File: config.mk
export PLATFORM = sky130hd
export DESIGN_NAME = p32_mem_stage_flat
export DESIGN_NICKNAME = d
export VERILOG_FILES = /design/src/rtl/p32_pkg.sv /design/src/rtl/p32_mem_stage_if.sv /design/src/rtl/p32_load_align.sv /design/src/rtl/p32_mem_stage.sv /design/src/flat_wrapper.sv
export SDC_FILE = /design/constraint.sdc
export NUM_CORES = 1
export LEC_CHECK = 0
export CORE_ASPECT_RATIO = 0.7
export CORE_UTILIZATION = 42
export CTS_CLUSTER_SIZE = 40
export DETAILED_ROUTE_END_ITERATION = 12
export PLACE_DENSITY = 0.82
export SLEW_MARGIN = 10
export SYNTH_ARGS = -nofsm -noshare
export SYNTH_HDL_FRONTEND = slang
export SYNTH_HIERARCHICAL = 1
export SYNTH_SLANG_ARGS = --single-unit
File: constraint.sdc
create_clock -name m_clock -period 2.4 [get_ports m_clock]
set_clock_uncertainty 0.15 [all_clocks]
set_input_delay 0.48 -clock m_clock [delete_from_list [all_inputs] [get_ports m_clock]]
set_output_delay 0.48 -clock m_clock [all_outputs]
set_load 0.02 [all_outputs]
File: src/rtl/p32_pkg.sv
// Shared p32 definitions: memory opcodes, mem-stage state encoding and opcode classification helpers.
// Used by the mem stage and the decode stage.
package p32_pkg;

    localparam logic [5:0] OP_LB  = 6'h20;
    localparam logic [5:0] OP_LH  = 6'h21;
    localparam logic [5:0] OP_LW  = 6'h23;
    localparam logic [5:0] OP_LBU = 6'h24;
    localparam logic [5:0] OP_LHU = 6'h25;
    localparam logic [5:0] OP_SB  = 6'h28;
    localparam logic [5:0] OP_SH  = 6'h29;
    localparam logic [5:0] OP_SW  = 6'h2B;

    typedef enum logic {
        IDLE = 1'b0,
        REQ  = 1'b1
    } state_e;

    function automatic logic is_load(input logic [5:0] op);
        return (op == OP_LB) || (op == OP_LH) || (op == OP_LW) ||
               (op == OP_LBU) || (op == OP_LHU);
    endfunction

    function automatic logic is_store(input logic [5:0] op);
        return (op == OP_SB) || (op == OP_SH) || (op == OP_SW);
    endfunction

    // A store with no byte enables has nothing to write, so it is rejected like a misaligned access.
    function automatic logic is_misaligned(input logic [5:0] op, input logic [1:0] lane,
                                           input logic [3:0] be);
        logic bad;
        bad = 1'b0;
        if ((op == OP_LH || op == OP_LHU) && lane[0]) bad = 1'b1;
        if (op == OP_LW && lane != 2'b00)               bad = 1'b1;
        if (is_store(op) && be == 4'b0000)              bad = 1'b1;
        return bad;
    endfunction

endpackage

File: src/rtl/p32_mem_stage_if.sv
// Execution-unit handoff, data-memory port and writeback bundle of the p32 mem stage.
// slave = the mem stage itself; master = its environment (execution unit, memory, register file).
interface p32_mem_stage_if;
    logic        exec_valid;
    logic        in_ready;
    logic [5:0]  op;
    logic [4:0]  rd;
    logic [31:0] result;
    logic [31:0] mdata_out;
    logic [3:0]  store_loc;
    logic        dmem_req;
    logic        dmem_we;
    logic [31:0] dmem_addr;
    logic [3:0]  dmem_be;
    logic [31:0] dmem_wdata;
    logic [31:0] dmem_rdata;
    logic        dmem_ack;
    logic        wb_valid;
    logic [4:0]  wb_rd;
    logic [31:0] wb_data;
    logic        err;

    modport slave (
        input  exec_valid, op, rd, result, mdata_out, store_loc, dmem_rdata, dmem_ack,
        output in_ready, dmem_req, dmem_we, dmem_addr, dmem_be, dmem_wdata,
               wb_valid, wb_rd, wb_data, err
    );

    modport master (
        output exec_valid, op, rd, result, mdata_out, store_loc, dmem_rdata, dmem_ack,
        input  in_ready, dmem_req, dmem_we, dmem_addr, dmem_be, dmem_wdata,
               wb_valid, wb_rd, wb_data, err
    );
endinterface

File: src/rtl/p32_load_align.sv
// Selects and sign/zero-extends the addressed byte or halfword of a load word.
// Combinational, zero latency; no backpressure.
module p32_load_align
    import p32_pkg::*;
(
    input  logic [31:0] rdata,
    input  logic [5:0]  op,
    input  logic [1:0]  addr,
    output logic [31:0] data
);
    logic [7:0]  byte_sel;
    logic [15:0] half_sel;

    always_comb begin
        case (addr)
            2'd0:    byte_sel = rdata[7:0];
            2'd1:    byte_sel = rdata[15:8];
            2'd2:    byte_sel = rdata[23:16];
            default: byte_sel = rdata[31:24];
        endcase
        half_sel = addr[1] ? rdata[31:16] : rdata[15:0];

        case (op)
            OP_LB:   data = {{24{byte_sel[7]}}, byte_sel};
            OP_LBU:  data = {24'd0, byte_sel};
            OP_LH:   data = {{16{half_sel[15]}}, half_sel};
            OP_LHU:  data = {16'd0, half_sel};
            default: data = rdata;
        endcase
    end
endmodule

File: src/rtl/p32_mem_stage.sv
// p32 memory/writeback stage: one dmem req/ack per load/store, load alignment, one wb beat per rd write.
// Latency: non-mem 1 cycle, load >= 2 cycles; in_ready low while a memory request is outstanding.
module p32_mem_stage
    import p32_pkg::*;
#(
    parameter int unsigned TIMEOUT_CYCLES = 255
) (
    input  logic           m_clock,
    input  logic           p_reset,
    p32_mem_stage_if.slave bus
);
    localparam int               CNT_W    = $clog2(TIMEOUT_CYCLES + 1);
    localparam logic [CNT_W-1:0] CNT_LAST = CNT_W'(TIMEOUT_CYCLES - 1);

    state_e            state_q, state_d;
    logic [CNT_W-1:0]  cnt_q, cnt_d;
    logic [5:0]        op_q, op_d;
    logic [4:0]        rd_q, rd_d;
    logic [1:0]        lane_q, lane_d;
    logic              in_ready_q, in_ready_d;
    logic              dmem_req_q, dmem_req_d;
    logic              dmem_we_q, dmem_we_d;
    logic [31:0]       dmem_addr_q, dmem_addr_d;
    logic [3:0]        dmem_be_q, dmem_be_d;
    logic [31:0]       dmem_wdata_q, dmem_wdata_d;
    logic              wb_valid_q, wb_valid_d;
    logic [4:0]        wb_rd_q, wb_rd_d;
    logic [31:0]       wb_data_q, wb_data_d;
    logic              err_q, err_d;
    logic              mem_op;
    logic [31:0]       load_data;

    p32_load_align u_align (
        .rdata (bus.dmem_rdata),
        .op    (op_q),
        .addr  (lane_q),
        .data  (load_data)
    );

    always_comb begin
        state_d      = state_q;
        cnt_d        = cnt_q;
        op_d         = op_q;
        rd_d         = rd_q;
        lane_d       = lane_q;
        in_ready_d   = in_ready_q;
        dmem_req_d   = dmem_req_q;
        dmem_we_d    = dmem_we_q;
        dmem_addr_d  = dmem_addr_q;
        dmem_be_d    = dmem_be_q;
        dmem_wdata_d = dmem_wdata_q;
        wb_valid_d   = 1'b0;
        wb_rd_d      = wb_rd_q;
        wb_data_d    = wb_data_q;
        err_d        = 1'b0;
        mem_op       = is_load(bus.op) || is_store(bus.op);

        if (state_q == IDLE) begin
            if (bus.exec_valid && in_ready_q) begin
                if (!mem_op) begin
                    wb_valid_d = (bus.rd != 5'd0);
                    wb_rd_d    = bus.rd;
                    wb_data_d  = bus.result;
                end else if (is_misaligned(bus.op, bus.result[1:0], bus.store_loc)) begin
                    err_d = 1'b1;
                end else begin
                    state_d      = REQ;
                    in_ready_d   = 1'b0;
                    dmem_req_d   = 1'b1;
                    cnt_d        = '0;
                    op_d         = bus.op;
                    rd_d         = bus.rd;
                    lane_d       = bus.result[1:0];
                    dmem_we_d    = is_store(bus.op);
                    dmem_addr_d  = {bus.result[31:2], 2'b00};
                    dmem_be_d    = is_store(bus.op) ? bus.store_loc : 4'b1111;
                    dmem_wdata_d = is_store(bus.op) ? bus.mdata_out : 32'd0;
                end
            end
        // Ack is tested before the timeout so an ack on the last allowed cycle still completes.
        end else if (bus.dmem_ack) begin
            state_d    = IDLE;
            in_ready_d = 1'b1;
            dmem_req_d = 1'b0;
            cnt_d      = '0;
            if (is_load(op_q) && rd_q != 5'd0) begin
                wb_valid_d = 1'b1;
                wb_rd_d    = rd_q;
                wb_data_d  = load_data;
            end
        end else if (cnt_q == CNT_LAST) begin
            state_d    = IDLE;
            in_ready_d = 1'b1;
            dmem_req_d = 1'b0;
            cnt_d      = '0;
            err_d      = 1'b1;
        end else begin
            cnt_d = cnt_q + CNT_W'(1);
        end
    end

    always_ff @(posedge m_clock or negedge p_reset) begin
        if (!p_reset) begin
            state_q      <= IDLE;
            cnt_q        <= '0;
            op_q         <= '0;
            rd_q         <= '0;
            lane_q       <= '0;
            in_ready_q   <= 1'b1;
            dmem_req_q   <= 1'b0;
            dmem_we_q    <= 1'b0;
            dmem_addr_q  <= '0;
            dmem_be_q    <= '0;
            dmem_wdata_q <= '0;
            wb_valid_q   <= 1'b0;
            wb_rd_q      <= '0;
            wb_data_q    <= '0;
            err_q        <= 1'b0;
        end else begin
            state_q      <= state_d;
            cnt_q        <= cnt_d;
            op_q         <= op_d;
            rd_q         <= rd_d;
            lane_q       <= lane_d;
            in_ready_q   <= in_ready_d;
            dmem_req_q   <= dmem_req_d;
            dmem_we_q    <= dmem_we_d;
            dmem_addr_q  <= dmem_addr_d;
            dmem_be_q    <= dmem_be_d;
            dmem_wdata_q <= dmem_wdata_d;
            wb_valid_q   <= wb_valid_d;
            wb_rd_q      <= wb_rd_d;
            wb_data_q    <= wb_data_d;
            err_q        <= err_d;
        end
    end

    assign bus.in_ready   = in_ready_q;
    assign bus.dmem_req   = dmem_req_q;
    assign bus.dmem_we    = dmem_we_q;
    assign bus.dmem_addr  = dmem_addr_q;
    assign bus.dmem_be    = dmem_be_q;
    assign bus.dmem_wdata = dmem_wdata_q;
    assign bus.wb_valid   = wb_valid_q;
    assign bus.wb_rd      = wb_rd_q;
    assign bus.wb_data    = wb_data_q;
    assign bus.err        = err_q;
endmodule

File: src/flat_wrapper.sv
// flat-port wrapper written by rule: the top's interface ports become plain ports
module p32_mem_stage_flat import p32_pkg::*;
#(
    parameter int unsigned TIMEOUT_CYCLES = 255
)
  (m_clock, p_reset, bus_exec_valid, bus_op, bus_rd, bus_result, bus_mdata_out, bus_store_loc, bus_dmem_rdata, bus_dmem_ack, bus_in_ready, bus_dmem_req, bus_dmem_we, bus_dmem_addr, bus_dmem_be, bus_dmem_wdata, bus_wb_valid, bus_wb_rd, bus_wb_data, bus_err);
  p32_mem_stage_if bus_i ();
  input  logic m_clock;
  input  logic p_reset;
  input wire logic [$bits(bus_i.exec_valid)-1:0] bus_exec_valid;
  input wire logic [$bits(bus_i.op)-1:0] bus_op;
  input wire logic [$bits(bus_i.rd)-1:0] bus_rd;
  input wire logic [$bits(bus_i.result)-1:0] bus_result;
  input wire logic [$bits(bus_i.mdata_out)-1:0] bus_mdata_out;
  input wire logic [$bits(bus_i.store_loc)-1:0] bus_store_loc;
  input wire logic [$bits(bus_i.dmem_rdata)-1:0] bus_dmem_rdata;
  input wire logic [$bits(bus_i.dmem_ack)-1:0] bus_dmem_ack;
  output wire logic [$bits(bus_i.in_ready)-1:0] bus_in_ready;
  output wire logic [$bits(bus_i.dmem_req)-1:0] bus_dmem_req;
  output wire logic [$bits(bus_i.dmem_we)-1:0] bus_dmem_we;
  output wire logic [$bits(bus_i.dmem_addr)-1:0] bus_dmem_addr;
  output wire logic [$bits(bus_i.dmem_be)-1:0] bus_dmem_be;
  output wire logic [$bits(bus_i.dmem_wdata)-1:0] bus_dmem_wdata;
  output wire logic [$bits(bus_i.wb_valid)-1:0] bus_wb_valid;
  output wire logic [$bits(bus_i.wb_rd)-1:0] bus_wb_rd;
  output wire logic [$bits(bus_i.wb_data)-1:0] bus_wb_data;
  output wire logic [$bits(bus_i.err)-1:0] bus_err;
  assign bus_i.exec_valid = bus_exec_valid;
  assign bus_i.op = bus_op;
  assign bus_i.rd = bus_rd;
  assign bus_i.result = bus_result;
  assign bus_i.mdata_out = bus_mdata_out;
  assign bus_i.store_loc = bus_store_loc;
  assign bus_i.dmem_rdata = bus_dmem_rdata;
  assign bus_i.dmem_ack = bus_dmem_ack;
  assign bus_in_ready = bus_i.in_ready;
  assign bus_dmem_req = bus_i.dmem_req;
  assign bus_dmem_we = bus_i.dmem_we;
  assign bus_dmem_addr = bus_i.dmem_addr;
  assign bus_dmem_be = bus_i.dmem_be;
  assign bus_dmem_wdata = bus_i.dmem_wdata;
  assign bus_wb_valid = bus_i.wb_valid;
  assign bus_wb_rd = bus_i.wb_rd;
  assign bus_wb_data = bus_i.wb_data;
  assign bus_err = bus_i.err;
  p32_mem_stage #(.TIMEOUT_CYCLES(TIMEOUT_CYCLES)) u_core (.m_clock(m_clock), .p_reset(p_reset), .bus(bus_i));
endmodule
==> results.sh <==
export IMPL_fp_dieArea_um2=16860
export IMPL_yosysUniqueCellTypes=54
export IMPL_clock_sinks=130
export IMPL_drive_above_1_share_pct=30.57
export IMPL_nFillCells=1118
export IMPL_finalCriticalPeriod_ns=2.456
export IMPL_grt_pass1_wl_um=30840
export IMPL_crit_type="flip-flop to flip-flop"
export IMPL_peakVddDrop_v=0.0004650
export IMPL_max_freq_ghz=0.4072
export IMPL_die_y_um=108.9
export IMPL_tightest_slew_ns=0.6536
export IMPL_io_pins=225
export IMPL_grt_pass1_vias=5539
export IMPL_synth_edf_count=0
export IMPL_path_clk_slew_ns=0.06
export IMPL_cts_tree="built"
export IMPL_place_area_um2=9862
export IMPL_status="finished, violations left"
export IMPL_synthesis_area_um2=6862
export IMPL_gp_congestion=0.9124
export IMPL_fin_area_um2=10530
export IMPL_slowest_stage="or4b_4"
export IMPL_initial_core_util_pct=43.60
export IMPL_drc_errors=0
export IMPL_total_power_w=0.009311
export IMPL_grt_usage_pct=24.36
export IMPL_syn_inst=567
export IMPL_hold_violations=0
export IMPL_wl_per_cell_um=18.18
export IMPL_vias=5531
export IMPL_path_common_cell="mux2_4"
export IMPL_crit_fanout=17
export IMPL_critPathRequiredTime_ns=2.55
export IMPL_final_core_util_pct=66.89
export IMPL_ant_nets=0
export IMPL_slowest_delay_ns=0.55
export IMPL_drt_iter0_drc=440
export IMPL_clk_latency_ns=0.41
export IMPL_area_delta_synth_final_pct=53.43
export IMPL_final_cells=1087
export IMPL_yosysWarnings=6
export IMPL_final_period_utilization_pct=102.3
export IMPL_failed_checks="setup timing"
export IMPL_path_cells="or4b_4, buf_12, mux2_4, a221o_1, mux2_4, mux2_4"
export IMPL_setup_violations=12
export IMPL_ys_ff_latch=130
export IMPL_leakagePower_nw=4.774
export IMPL_fin_ws_ns=-0.05605
export IMPL_die_w_um=154.8
export IMPL_synth_seq_area_share_pct=47.43
export IMPL_cp_buffers_inverters=1
export IMPL_grt_ovfl_total=0
export IMPL_io_buffer_count=222
export IMPL_max_slew_margin_pct=55.96
export IMPL_rsz0062_at_grt="yes"
export IMPL_regArea_um2=3256
export IMPL_p_per_area_nw_per_um2=884.4
export IMPL_end_kind="flip-flop"
export IMPL_crit_family="multiplexers"
export IMPL_grt_max_degree=47
export IMPL_min_delay_start="u_core/bus.dmem_we"
export IMPL_dp_cells=1052
export IMPL_antenna_found_initial=0
export IMPL_avgSynthCellArea_um2=12.10
export IMPL_cp_data_arrival_time_ns=2.60
export IMPL_core_area_um2=15740
export IMPL_multi_input_area_um2=3302
export IMPL_async_reset_ff_share_pct=100.0
export IMPL_whs_ns=0.3320
export IMPL_r2r_start="u_core/op_q[1]"
export IMPL_synthFlopType="dfrtp_1"
export IMPL_hold_class="flip-flop to flip-flop"
export IMPL_drv_cap=0
export IMPL_drt_pre_antenna_iters=6
export IMPL_hpwl_um=15050
export IMPL_n_antenna_cell=0
export IMPL_cts_root_buf="clkbuf_16"
export IMPL_htreeDepth=4
export IMPL_slew_violations=0
export IMPL_wl_um=19760
export IMPL_viasPerCell=5.088
export IMPL_final_nets=971
export IMPL_setup_worst_path_start="u_core/op_q[1]"
export IMPL_start_kind="flip-flop"
export IMPL_cts_buffers=17
export IMPL_cts_buffer_depth=2
export IMPL_num_rows=38
through the flow:
stage	setup TNS [ns]	worst slack, ns
2_1_floorplan	-0.2837	-0.06934
3_3_place_gp	-44.97	-0.4851
3_5_place_dp	-43.06	-0.4591
4_1_cts	-0.3156	-0.05958
5_1_grt	-1.054	-0.1200
6_report	-0.3118	-0.05605
metal layers:
| layer | vias to the layer above | part of all wire, % | track usage [%] |
|---|---|---|---|
| li1 | 2606 | - | - |
| met2 | 214 | 43 | 35.71 |
| met3 | 24 | 7.3 | 6.439 |
| met5 | - | 0 | 0 |
| met1 | 2687 | 48 | 34.97 |
| met4 | 0 | 1.6 | 7.921 |
cell families after synthesis:
group,after synthesis,synth area share [%]
flops,130,47.43
mux,174,30.89
buf+inv,73,5.270
other cells,1,0.05465
fa+ha+maj,2,0.3646
simple gates,119,8.717
compound gates,68,7.276
cell type report:
type / count / area share [%]
tap: 220 / 2.615
clock inverter: 14 / 1.367
timing repair buffer: 304 / 28.27
inverter: 36 / 1.284
clock buffer: 18 / 4.172
sequential: 130 / 30.92
multi-input combinational: 365 / 31.36
cell usage after synthesis, types with 8 or more instances:
| master | instances | area, um^2 |
|---|---|---|
| dfrtp_1 | 129 | 3228 |
| mux2_2 | 94 | 1059 |
| nand2_1 | 53 | 198.9 |
| mux2i_1 | 40 | 400.4 |
| inv_1 | 36 | 135.1 |
| mux2_4 | 32 | 480.5 |
| nor2_1 | 15 | 56.30 |
| a221o_1 | 14 | 140.1 |
| buf_2 | 13 | 65.06 |
| o21ai_0 | 12 | 60.06 |
| and3_1 | 11 | 68.82 |
| o21ai_1 | 11 | 55.05 |
| clkbuf_1 | 10 | 37.54 |
| nand2b_1 | 10 | 62.56 |
| mux4_2 | 8 | 180.2 |
| nand3_1 | 8 | 40.04 |
repair_timing:
| item | 4_1_cts | 5_1_grt |
|---|---|---|
| endpoints found under the setup margin | 35 | 21 |
| cloned | 0 | 0 |
| hold buffers | 1 | 0 |
| gates resized for setup | 7 | 13 |
| hold endpoints to repair | 41 | 0 |
| pin swaps | 1 | 3 |
| buffers inserted | 1 | 1 |
path summary, 6_finish.rpt:
kind | end | slack [ns] | cells after the start
max reg2reg | u_core/bus.wb_data[4] | -0.06 | 6
max | u_core/bus.wb_data[4] | -0.06 | 6
min in group asynchronous | u_core/bus.dmem_addr[25] | 0.44 | 2
max in group asynchronous | u_core/bus.dmem_wdata[4] | 1.03 | 3
min | u_core/bus.dmem_we | 0.33 | 1
min reg2reg | u_core/bus.dmem_we | 0.33 | 1
registers in the layout (all words and copies together), names as in the netlist:
| name | flops |
|---|---|
| u_core/bus.wb_data | 32 |
| u_core/bus.dmem_wdata | 32 |
| u_core/cnt_q | 8 |
| u_core/state_q | 1 |
| u_core/bus.dmem_req | 1 |
| u_core/bus.wb_rd | 5 |
| u_core/op_q | 6 |
| u_core/bus.wb_valid | 1 |
| u_core/rd_q | 5 |
| u_core/bus.dmem_addr | 30 |
| u_core/bus.dmem_we | 1 |
| u_core/bus.err | 1 |
| u_core/bus.dmem_be | 4 |
| u_core/bus.in_ready | 1 |
| u_core/lane_q | 2 |
power by group:
group	switching (W)	internal, W
Clock	0.00108	0.00149
Sequential	0.000324	0.00271
Combinational	0.00170	0.00201
placed cells by master, fill, tap and decap left out, types with 3 or more instances in the layout:
cell,instances
dlymetal6s2s_1,4
a221o_1,14
o21ai_2,3
nor2_1,15
inv_6,5
clkdlybuf4s50_1,217
nor3_1,6
mux2_4,36
and3_1,11
mux2_2,90
inv_1,36
buf_12,10
a21o_1,4
mux4_2,8
dfrtp_1,128
mux2i_1,40
clkbuf_16,17
o21ai_0,9
nand2b_1,10
buf_4,71
nor2b_1,4
clkinvlp_4,4
o21ai_1,11
a211o_1,3
nand2_1,50
a21oi_1,5
nand3_1,8
Note: power is estimated with default switching activity, not from simulation.
